--- src/rtl/led_pattern_pkg.sv ---
// ---------------------------------------------------------------------------
// led_pattern_pkg
// Shared types and constants for the LED pattern generator.
//   mode_t          : pattern selection (rotate, bounce, count, fill)
//   bounce_state_t  : direction of travel of the bouncing bit
//   PWM_W           : width of the optional brightness PWM counter / duty
//   mode_seed_is_one: whether a mode starts from the value 1 (else from 0)
// ---------------------------------------------------------------------------
package led_pattern_pkg;

    typedef enum logic [1:0] {
        MODE_ROTATE = 2'd0,
        MODE_BOUNCE = 2'd1,
        MODE_COUNT  = 2'd2,
        MODE_FILL   = 2'd3
    } mode_t;

    typedef enum logic {
        UP   = 1'b0,
        DOWN = 1'b1
    } bounce_state_t;

    localparam int PWM_W = 8;

    // Rotate and bounce start with a single lit LSB; count and fill start empty.
    function automatic logic mode_seed_is_one(mode_t m);
        return (m == MODE_ROTATE) || (m == MODE_BOUNCE);
    endfunction

endpackage

--- src/rtl/led_tick_gen.sv ---
// ---------------------------------------------------------------------------
// led_tick_gen
// Down-counting prescaler that produces the step strobe for the pattern
// generator. The strobe is asserted whenever the counter sits at zero while
// enabled, and on that same cycle the counter reloads from div, so a div of
// N gives one strobe every N+1 enabled cycles (div=0 strobes every cycle).
// div is only sampled at reload, so changing it never shortens or stretches
// the period already in progress. en low freezes the counter.
//
// Ports:
//   clk   : clock, rising edge
//   rst_n : asynchronous active-low reset (counter cleared to zero)
//   en    : run enable
//   div   : step period minus one, in clk cycles
//   tick  : step strobe, registered by the consumer
// ---------------------------------------------------------------------------
module led_tick_gen #(
    parameter int NDIV = 25
) (
    input  logic            clk,
    input  logic            rst_n,
    input  logic            en,
    input  logic [NDIV-1:0] div,
    output logic            tick
);

    localparam logic [NDIV-1:0] COUNT_ONE = NDIV'(1);

    logic [NDIV-1:0] count_q;

    // Reset leaves the counter at zero so the first enabled cycle steps.
    assign tick = en && (count_q == '0);

    always_ff @(posedge clk or negedge rst_n) begin
        if (!rst_n) begin
            count_q <= '0;
        end else if (en) begin
            if (tick) begin
                count_q <= div;
            end else begin
                count_q <= count_q - COUNT_ONE;
            end
        end
    end

endmodule

--- src/rtl/led_pattern_gen.sv ---
// ---------------------------------------------------------------------------
// led_pattern_gen
// Drives a bank of NLED LEDs with one of four animated patterns, advancing
// one step per prescaler strobe. Also exposes an 8-bit step counter and a
// single-cycle step pulse aligned with the cycle in which the pattern
// changes. The pmod output is the pattern registered once more, optionally
// inverted for active-low LEDs.
//
// Optional feature (macro LED_PATTERN_PWM_EN): adds an 8-bit duty input and
// a free-running PWM counter that gates active bits (before inversion) so
// each lit LED is on only while the PWM counter is below duty.
//
// Ports:
//   clk   : clock, rising edge
//   rst_n : asynchronous active-low reset
//   en    : run enable, low freezes prescaler and pattern
//   mode  : pattern select (mode_t)
//   div   : step period minus one, in clk cycles
//   duty  : brightness (only with LED_PATTERN_PWM_EN)
//   pmod  : registered, optionally inverted pattern
//   led   : registered step counter, modulo 256
//   tick  : registered single-cycle step pulse
// ---------------------------------------------------------------------------
module led_pattern_gen
    import led_pattern_pkg::*;
#(
    parameter int NLED       = 32,
    parameter int NDIV       = 25,
    parameter int ACTIVE_LOW = 1
) (
    input  logic             clk,
    input  logic             rst_n,
    input  logic             en,
    input  mode_t            mode,
    input  logic [NDIV-1:0]  div,
`ifdef LED_PATTERN_PWM_EN
    input  logic [PWM_W-1:0] duty,
`endif
    output logic [NLED-1:0]  pmod,
    output logic [7:0]       led,
    output logic             tick
);

    localparam logic [NLED-1:0] PAT_ONE  = NLED'(1);
    localparam logic [NLED-1:0] INV_MASK = {NLED{ACTIVE_LOW != 0}};

    logic            step;
    logic [NLED-1:0] pattern_q, pattern_d;
    mode_t           mode_q, mode_d;
    bounce_state_t   state_q, state_d;
    logic [7:0]      led_q;
    logic            tick_q;
    logic [NLED-1:0] pmod_q;
    logic [NLED-1:0] gated;

    led_tick_gen #(
        .NDIV (NDIV)
    ) u_tick_gen (
        .clk   (clk),
        .rst_n (rst_n),
        .en    (en),
        .div   (div),
        .tick  (step)
    );

    // Next pattern, registered mode and bounce direction. A mode change takes
    // priority over stepping: the new mode's seed is loaded instead of any
    // step of the old mode, and the bounce FSM restarts travelling upward.
    // Bounce turns around on the step that lands on an end bit, so each end
    // bit is displayed for exactly one step.
    always_comb begin
        pattern_d = pattern_q;
        mode_d    = mode_q;
        state_d   = state_q;
        if (step) begin
            if (mode != mode_q) begin
                mode_d    = mode;
                state_d   = UP;
                pattern_d = mode_seed_is_one(mode) ? PAT_ONE : '0;
            end else begin
                case (mode_q)
                    MODE_ROTATE: begin
                        pattern_d = {pattern_q[0], pattern_q[NLED-1:1]};
                    end
                    MODE_BOUNCE: begin
                        if (state_q == UP) begin
                            pattern_d = {pattern_q[NLED-2:0], 1'b0};
                            if (pattern_q[NLED-2]) begin
                                state_d = DOWN;
                            end
                        end else begin
                            pattern_d = {1'b0, pattern_q[NLED-1:1]};
                            if (pattern_q[1]) begin
                                state_d = UP;
                            end
                        end
                    end
                    MODE_COUNT: begin
                        pattern_d = pattern_q + PAT_ONE;
                    end
                    MODE_FILL: begin
                        pattern_d = (&pattern_q) ? '0 : {pattern_q[NLED-2:0], 1'b1};
                    end
                    default: begin
                        pattern_d = pattern_q;
                    end
                endcase
            end
        end
    end

    // Pattern, mode, FSM, step counter and step pulse all update on the same
    // edge so tick is high exactly in the cycle showing the new pattern.
    always_ff @(posedge clk or negedge rst_n) begin
        if (!rst_n) begin
            pattern_q <= PAT_ONE;
            mode_q    <= MODE_ROTATE;
            state_q   <= UP;
            led_q     <= 8'd0;
            tick_q    <= 1'b0;
        end else begin
            pattern_q <= pattern_d;
            mode_q    <= mode_d;
            state_q   <= state_d;
            tick_q    <= step;
            if (step) begin
                led_q <= led_q + 8'd1;
            end
        end
    end

`ifdef LED_PATTERN_PWM_EN
    logic [PWM_W-1:0] pwm_cnt;

    // Free-running PWM counter; duty=0 never lights, duty=255 lights 255/256.
    always_ff @(posedge clk or negedge rst_n) begin
        if (!rst_n) begin
            pwm_cnt <= '0;
        end else begin
            pwm_cnt <= pwm_cnt + PWM_W'(1);
        end
    end

    assign gated = pattern_q & {NLED{pwm_cnt < duty}};
`else
    assign gated = pattern_q;
`endif

    // Output stage: gating is applied first, then polarity inversion.
    always_ff @(posedge clk or negedge rst_n) begin
        if (!rst_n) begin
            pmod_q <= PAT_ONE ^ INV_MASK;
        end else begin
            pmod_q <= gated ^ INV_MASK;
        end
    end

    assign pmod = pmod_q;
    assign led  = led_q;
    assign tick = tick_q;

endmodule

--- config.mk ---
export PLATFORM = sky130hd
export DESIGN_NAME = led_pattern_gen
export DESIGN_NICKNAME = d
export VERILOG_FILES = /design/src/rtl/led_pattern_pkg.sv /design/src/rtl/led_tick_gen.sv /design/src/rtl/led_pattern_gen.sv
export SDC_FILE = /design/constraint.sdc
export NUM_CORES = 1
export LEC_CHECK = 0
export CORE_AREA = 2 2 110 112
export CTS_BUF_LIST = sky130_fd_sc_hd__clkbuf_2 sky130_fd_sc_hd__clkbuf_4 sky130_fd_sc_hd__clkbuf_8
export DETAILED_ROUTE_END_ITERATION = 10
export DIE_AREA = 0 0 112 114
export DONT_BUFFER_PORTS = 1
export GPL_ROUTABILITY_DRIVEN = 0
export SETUP_SLACK_MARGIN = 0.1
export SYNTH_ARGS = -nofsm -noshare
export SYNTH_HDL_FRONTEND = slang
export SYNTH_SLANG_ARGS = --single-unit
--- constraint.sdc ---
create_clock -name clk -period 6.55 [get_ports clk]
set_input_delay 0.9825 -clock clk [delete_from_list [all_inputs] [get_ports clk]]
set_output_delay 0.9825 -clock clk [all_outputs]
set_load 0.005 [all_outputs]
======== Word level (Yosys, flattened, before mapping) ========
Cells that the tools add are included.
storage, ports and cells
  register bits after elaboration ......... 101
  bits of input ports ..................... 30
  output and inout port bits .............. 41
  logic and storage cells ................. 36
operators by class
  $add $sub $neg .......................... 3
  equality and inequality tests ........... 5
  multiplexer cells ....................... 11
  bitwise operators ....................... 1
  reductions and logical operators ........ 9
operator list
  kind                   number
  $pmux 32 s4            1
  $mux 32                3
  $add 32x1->32 const B  1
  $not 32->32            1
  $reduce_and 32->1      1
  $logic_not 25->1       1
  $mux 25                1
  $sub 25x1->25 const B  1
  $add 8x1->8 const B    1
  $mux 1                 6
  $eq 2x1->1 const B     2
  $eq 2x2->1 const B     2
  $logic_not 2->1        2
  $reduce_and 2->1       2
  $ne 2x2->1             1
  $reduce_bool 2->1      1
  $logic_and 1x1->1      1
  $logic_or 1x1->1       1

======== Depth between registers and ports, before layout ========
Gate-level depths: netlist of run 1.
  word-level depth ........................ 4
  mapped depth ............................ 10
  depth with buffers taken out ............ 9

======== Cells and area by module ========
Synthesis of run 1 repeated with hierarchy kept, for this count alone.
unflattened totals
  cell total of the unflattened synthesis .. 679
  area, all modules ....................... 6170.9 µm²
by module, submodules not included
  module           instances  cells an instance  area an instance (µm²)  seq. area each (µm²)
  led_pattern_gen  1          487                4446.8                  1941.9
  led_tick_gen     1          192                1724.2                  625.6

======== Least setup slack after synthesis of run 1 ========
Ideal clock, no wire load.
  path type ............................... register to register
  from .................................... register u_tick_gen.count_q[13]
  to ...................................... register pattern_q[20] (netlist: gated[20])
  setup time .............................. 0.095 ns
  arrival ................................. 2.630 ns
  required time ........................... 6.455 ns
  setup slack ............................. 3.825 ns
  cell stages (with the launch flop) ...... 9
  path buffers ............................ 2
  period minus slack after synthesis ...... 2.725 ns
  cells stage by stage .................... dfrtp_1 or4_4 or2_1 buf_6 or4_4 buf_6 or4_1 and3_1 o31ai_1
between the ends
  cells in the longest elaborated chain, start to end .. 2
RTL lines
  item                    RTL line                text
  from (decl)             led_tick_gen.sv:29      logic [NDIV-1:0] count_q;
  from (signal assigned)  led_tick_gen.sv:39      count_q <= div;
  from (signal assigned)  led_tick_gen.sv:41      count_q <= count_q - COUNT_ONE;
  $logic_not 25->1        led_tick_gen.sv:32      assign tick = en && (count_q == '0);
  $logic_and 1x1->1       led_tick_gen.sv:32
  to (signal assigned)    led_pattern_gen.sv:122  pattern_q <= pattern_d;
  to (decl)               led_pattern_gen.sv:48   logic [NLED-1:0] pattern_q, pattern_d;
Every way passes these cells.
A chain may end at the register's enable or synchronous reset.

======== Final worst setup path of run 1 ========
  from .................................... register u_tick_gen.count_q[5]
  to ...................................... register pattern_q[29] (netlist: gated[29])
Same word-level chain as after synthesis.

==> metrics, run 1 <==
Comb power frac 0.107; layout cells sized above 1 0.0967; DR vias between 5k and 6k; delay-heaviest family, CP simple AND/OR/NAND/NOR gates; hold slack 0.280 ns; syn_area_per_cell roughly 8.4 sq um; routed wire length per instance a little under 20 um; worst-case clock buffer depth 2; vias per inst approximately 6.4; initial core utilization 0.482; Clk network pwr share 0.329; Worst IR Drop VDD approximately 0.13 mV; Final #Nets 670; final setup fails 0; Tmin final between 3 and 4 ns; Root Buffer clkbuf_8; Synth Net Count roughly 710; fin worst setup slack approximately 3.1 ns; WP buf/inv 0; Total GRT Usage 0.243; leakage power approximately 2.3 nW; initial antenna violation count 0; worst hold path class primary input to async pin; Final Non-Filler Cells ~790; Port-buffer cells 0; final period utilization 0.533; fin. max-slew vios 0; worst-path fanout max 27; Int Pwr 0.000927 W; fillcell total around 1.1k; vias in the first global route just under 5k; post-synthesis cell area ~0.0056 sq mm; startpoint class of the critical path register; EDFF count, synth 0; RSZ-0062 raised after global routing no; H-tree depth 3; first-pass GRT wire length between 20000 and 25000 um; CTS tree built; Core Box Area 0.0117 sq mm; DRT Pass-1 Iters 5; post-synthesis cell type count 56; Util after Layout 0.502; Reg clk slew, reported paths approximately 0.10 ns; antenna-violating nets left 0; synthesis-stage register bit count 101; CTS Hold Bufs 0; Die W between 100 and 150 um; die area 0.0128 sq mm; 1st-iter DRT viols between 500 and 600; Reg power frac 0.564; grt ovf 0; largest net degree at the start of global routing a little over 100; worst-path cell chain nor4_1 -> nand2_1 -> or4_4 -> nor2_1 -> o21ai_0 -> a22oi_1; placed insts approximately 770; drt total wl around 15000 um; antenna cells 0; M1 WL 6170 um; cell area power density around 220 mW/mm^2; total clock sinks approximately 100; DRC 0; Hold Vio Cnt, Final 0; Clock Latency Late Sink roughly 0.4 ns; max layer used met4; Syn Inst Count 671; post-DP HPWL 9990 um; Die Y-Extent around 110 um; WP data arrival around 3.8 ns; Setup TNS 0 ns; pre-CTS WS about 3.1 ns; ys flop type dfrtp_1; Slew headroom 0.290; run status finished, final reports clean; routed wl met2 around 7300 um; Switching Share 0.272; Max Cap Viol 0; Async SR Flop Fraction 1.00; Psw 0.000347 W; Clock Skew between 0.01 and 0.015 ns; CTS buffer count 9; Slew @ Worst Pin around 1.1 ns; FMAX approximately 0.29 GHz; slowest CP cell nor2_1; met3 WL approximately 1300 um; postcts setup bufs 0; Worst Setup End Kind register; worst endpoint required time around 6.9 ns; area grow syn2layout 4.14%; # IOs 71; number of synthesis warnings 0; CP max stage delay between 0.8 and 0.9 ns; post-CTS sizing 0; row cnt 40; Worst Setup Path Type register to register; sequential share of the synthesized area 0.455
-- cell families after synthesis --
kind of cell | Yosys count | share of synthesized area
simple gates | 237 | 0.209
compound gates | 203 | 0.217
flops | 101 | 0.455
buf+inv | 100 | 0.0693
xor+xnor | 22 | 0.0341
mux | 4 | 0.00731
fa+ha+maj | 4 | 0.00886
-- cell usage in the layout (no fill, tap or decap), types with 4 or more instances in the layout --
cell type,instances
a21oi_1,73
nand2_1,71
dfrtp_1,69
nor2_1,51
o21ai_0,51
inv_1,49
dfstp_2,32
nand3_1,26
nor3_1,20
xnor2_1,20
nand4_1,15
nor4_1,13
a221oi_1,13
o22ai_1,13
clkbuf_8,11
a22oi_1,10
a31oi_1,8
o21a_1,8
or4_1,6
and4_1,5
a2bb2oi_1,5
buf_4,5
or3_1,4
and3_1,4
o31ai_1,4
ha_1,4
-- state kept, by name, summed over array words and instances (netlist names) --
name / flops
pmod: 32
gated: 32
led: 8
tick: 1
state_q: 1
u_tick_gen.count_q: 25
mode_q: 2
-- worst register-to-register path, stage by stage, from the launching register on --
cell     delay [ns]
dfrtp_1        0.43
nor4_1         0.70
nand2_1        0.27
or4_4          0.73
nor2_1         0.86
o21ai_0        0.24
a22oi_1        0.19
-- routing by layer --
layer,vias up,GRT usage
met5,-,0
met4,0,0.129
met3,34,0.0537
met2,246,0.391
met1,2420,0.309
li1,2315,-
-- area by class of cell --
cell class	count	area [sq um]	area share
timing repair buffer	5	37.5	0.00638
inverter	49	184	0.0313
sequential	101	2570	0.437
clock buffer	13	166	0.0283
clock inverter	3	45.0	0.00766
tap	147	184	0.0313
multi-input combinational	470	2700	0.459
-- stage by stage --
step	power (W)	instance area [sq um]
floorplan	0.000830	5650
global placement	0.000856	5670
detailed placement	0.000863	5670
CTS	0.00129	5880
global route	0.00134	5880
finish	0.00127	5880
-- synthesized netlist by cell type (all sizes together) (8+ instances only) --
cell type  instances  area (sq um)
clkbuf            48           180
o21a               8          60.1
nor4              15           106
dfstp             32           841
inv               49           184
a31oi              8          50.1
nand3             26           130
nand2             71           267
a22oi             10          75.1
or4                8          67.6
nand4             15          93.8
o21ai             51           255
dfrtp             69          1730
nor2              51           191
xnor2             20           175
a21oi             73           365
a221oi            13           114
nor3              20           100
o22ai             13          81.3
-- power groups by stage --
stage | sequential, W | clock (W) | combinational (W)
CTS | 0.000717 | 0.000435 | 0.000136
finish | 0.000718 | 0.000419 | 0.000136
detailed placement | 0.000728 | 0 | 0.000135
floorplan | 0.000713 | 0 | 0.000117
global placement | 0.000727 | 0 | 0.000129
global route | 0.000727 | 0.000460 | 0.000155
-- worst paths after layout --
| check | startpoint | endpoint | slack (ns) | cells after the start |
|---|---|---|---|---|
| setup reg to reg | u_tick_gen.count_q[5] | gated[29] | 3.06 | 6 |
| setup / recovery | u_tick_gen.count_q[5] | gated[29] | 3.06 | 6 |
| hold / removal | rst_n | gated[3] | 0.28 | 0 |
| min in group clk | led[7] | led[7] | 0.51 | 1 |
| hold reg to reg | led[7] | led[7] | 0.51 | 1 |
| max in group asynchronous | rst_n | pmod[23] | 6.06 | 0 |
(Power assumes the default switching activity.)
==> run 2: changes to the inputs <==
ABC_AREA = 1   (was default)
CORE_AREA = 2 2 117 119   (was 2 2 110 112)
DIE_AREA = 0 0 119 121   (was 0 0 112 114)
clock period = 3.4 ns   (was 6.55 ns; I/O delays follow)
==> run 2 against run 1 <==
Compared with the run above:
- the flow now finishes with violations (hold timing)
- synthesized area increased by 14%
- cell area increased by 16%
- clock skew decreased by 0.0051 ns
- count of clock-buffer cells in the layout decreased by 4
- worst setup slack got worse by 2.1 ns
- critical path depth increased by 6
- die area increased by 13%
- sequential cell count unchanged
- clock power increased by 97%
- highest routed layer unchanged
==> metrics, run 2 <==
run status finished with violations; violated checks hold timing; Setup crit start gated[0]; antenna cells 0 (unchanged); Clock Skew 0.00985 ns (-0.00513 ns); vias in the first global route 6029 (+25%); initial core utilization 0.493 (+0.0106); Reg2Reg Depth 12 (+6); hold slack -0.00318 ns (-0.283 ns); H-tree depth 3 (unchanged); Slew headroom 0.494 (+0.203); first-pass GRT wire length 31000 um (+25%); Synth Net Count 996 (+41%); Worst Setup End Kind register; slowest CP cell dfstp_2; startpoint class of the critical path register; delay-heaviest family, CP simple AND/OR/NAND/NOR gates; CP max stage delay 0.61 ns (-0.24 ns); final setup fails 0 (unchanged); antenna-violating nets left 0 (unchanged); worst endpoint required time 3.69 ns (-3.17 ns); Die W 119 um (+6.3%); row cnt 42 (+5.0%); area grow syn2layout 5.41%; Reg clk slew, reported paths 0.10 ns (about the same); post-synthesis cell type count 34 (-39%); Max Cap Viol 0 (unchanged); post-DP HPWL 13300 um (+34%); final period utilization 0.730 (+0.197); Synth top cells by count 295 x nand2_1, 109 x nand3_1, 104 x nor2_1, 102 x inv_1, 81 x o21ai_0; DRT Pass-1 Iters 6 (+1); DP Area 0.00657 sq mm (+16%); EDFF count, synth 0 (unchanged); worst-case clock buffer depth 2 (unchanged); die area 0.0144 sq mm (+13%); area occupied by multi-input gates 0.00334 sq mm (+24%); grt ovf 0 (unchanged); Syn Inst Count 962 (+43%); Port-buffer cells 0 (unchanged); synthesis-stage register bit count 101 (unchanged); WP data arrival 2.77 ns (-1.03 ns); cell taking the most area after synthesis dfrtp_1; share of the synthesized area in the top cell type 0.268 (-0.0380); most common cell in the netlist nand2_1; Final #Nets 979 (+46%); number of synthesis warnings 0 (unchanged); Core Box Area 0.0131 sq mm (+12%); Die Y-Extent 121 um (+6.1%); DRC 0 (unchanged); vias per inst 5.70 (-10%); fillcell total 1324 (+18%); ys flop type dfrtp_1; Setup TNS 0 ns (unchanged); total clock sinks 101 (unchanged); routed wire length per instance 17.2 um (-11%); Clock Latency Late Sink 0.40 ns (about the same); Root Buffer clkbuf_8; layout cells sized above 1 0.0811 (-0.0157); cell repeated most along the worst path nand2_4; cell area power density 541 mW/mm^2 (+150%); Async SR Flop Fraction 1.00 (unchanged); most common cell after layout, fill and taps aside nand2_1; ranking of synthesized cells by area dfrtp_1 27%, nand2_1 17%, dfstp_2 13%; DR vias 6414 (+28%); leakage power 3.19 nW (+38%); fin. max-slew vios 0 (unchanged); drt total wl 19400 um (+27%); syn_area_per_cell 6.70 sq um (-20%); worst-path cell chain ha_1 -> nand2_2 -> nor2_8 -> nand2_4 -> nor2_8 -> nand2_4 -> nand2_4 -> nand2_4 -> nand2_1 -> nand3_1 -> nand2_1 -> nand2_1; FMAX 0.403 GHz (+41%); # IOs 71 (unchanged); 1st-iter DRT viols 624 (+23%); Seq. cell area 0.00257 sq mm (unchanged); design area 0.00680 sq mm (+16%); RSZ-0062 raised after global routing no; post-synthesis cell area 0.00645 sq mm (+14%); CTS tree built; reg2reg start gated[0]; most frequent cells in the layout 295 x nand2_1, 109 x nand3_1, 102 x inv_1, 102 x nor2_1, 81 x o21ai_0; Worst Setup Path Type register to register; worst-path fanout max 19 (-30%); Tmin final 2.48 ns (-1.01 ns); Worst path depth 12 (+6); WP buf/inv 0 (unchanged); sequential share of the synthesized area 0.398 (-0.0564); Total GRT Usage 0.273 (+0.0305); Hold Vio Cnt, Final 5 (+5); post-CTS sizing 0 (unchanged); worst hold path class primary input to async pin; CTS buffer count 9 (unchanged); initial antenna violation count 0 (unchanged); largest net degree at the start of global routing 102 (unchanged); Worst IR Drop VDD 0.199 mV (+57%); Slew @ Worst Pin 0.759 ns (-0.306 ns)
==> run 2: per-stage QoR <==
step | hold slack, ns | total power [W] | cells | utilization | worst slack [ns]
floorplan | 0.214 | 0.00251 | 962 | - | 1.48
global placement | 0.216 | 0.00279 | 1109 | 0.502 | 1.01
detailed placement | 0.217 | 0.00282 | 1109 | 0.502 | 0.994
CTS | 0.0433 | 0.00368 | 1126 | 0.520 | 0.968
global route | 0.0385 | 0.00393 | 1126 | 0.520 | 0.828
finish | -0.00318 | 0.00368 | 1126 | 0.520 | 0.918
==> run 2: routing by layer <==
| metal | wire (um) | vias to the layer above | track usage |
|---|---|---|---|
| met1 | 8310 | 3028 | 0.348 |
| met2 | 9150 | 265 | 0.446 |
| li1 | - | 3067 | - |
| met3 | 1270 | 54 | 0.0630 |
| met5 | 0 | - | 0 |
| met4 | 654 | 0 | 0.121 |
==> run 2: cells by family (layout without fill, tap and decap cells) <==
logic type	Yosys count	count (layout)	share of synthesized area
buffers and inverters	140	128	0.0848
xor gates and xnor gates	14	14	0.0190
AOI/OAI and AO/OA	155	155	0.126
adders and majority gates	4	4	0.00776
and+or+nand+nor	548	548	0.364
DFF	101	101	0.398
==> run 2: worst paths after layout <==
kind	to	slack, ns
setup / recovery	gated[24]	0.92
hold / removal	u_tick_gen.count_q[19]	-0.003
setup reg to reg	gated[24]	0.92
hold reg to reg	u_tick_gen.count_q[23]	0.54
max in group asynchronous	pmod[30]	2.94
min in group clk	u_tick_gen.count_q[5]	0.20
==> run 2: cell type report <==
cell class,instances,area share
Clock inverter,7,0.0118
Timing Repair Buffer,7,0.0107
Multi-Input combinational cell,721,0.491
Inverter,105,0.0580
Sequential cell,101,0.378
Tap cell,176,0.0324
Clock buffer,9,0.0182
==> run 2: timing repair <==
| item | 4_1_cts | 5_1_grt |
|---|---|---|
| endpoints found under the hold margin | 101 | 0 |
| hold buffers | 1 | 0 |
| buffers inserted | 0 | 0 |
==> run 2: report_power, final <==
group	internal [W]	switching [W]
logic	0.000395	0.000911
clock network	0.000351	0.000474
registers	0.00136	0.000184
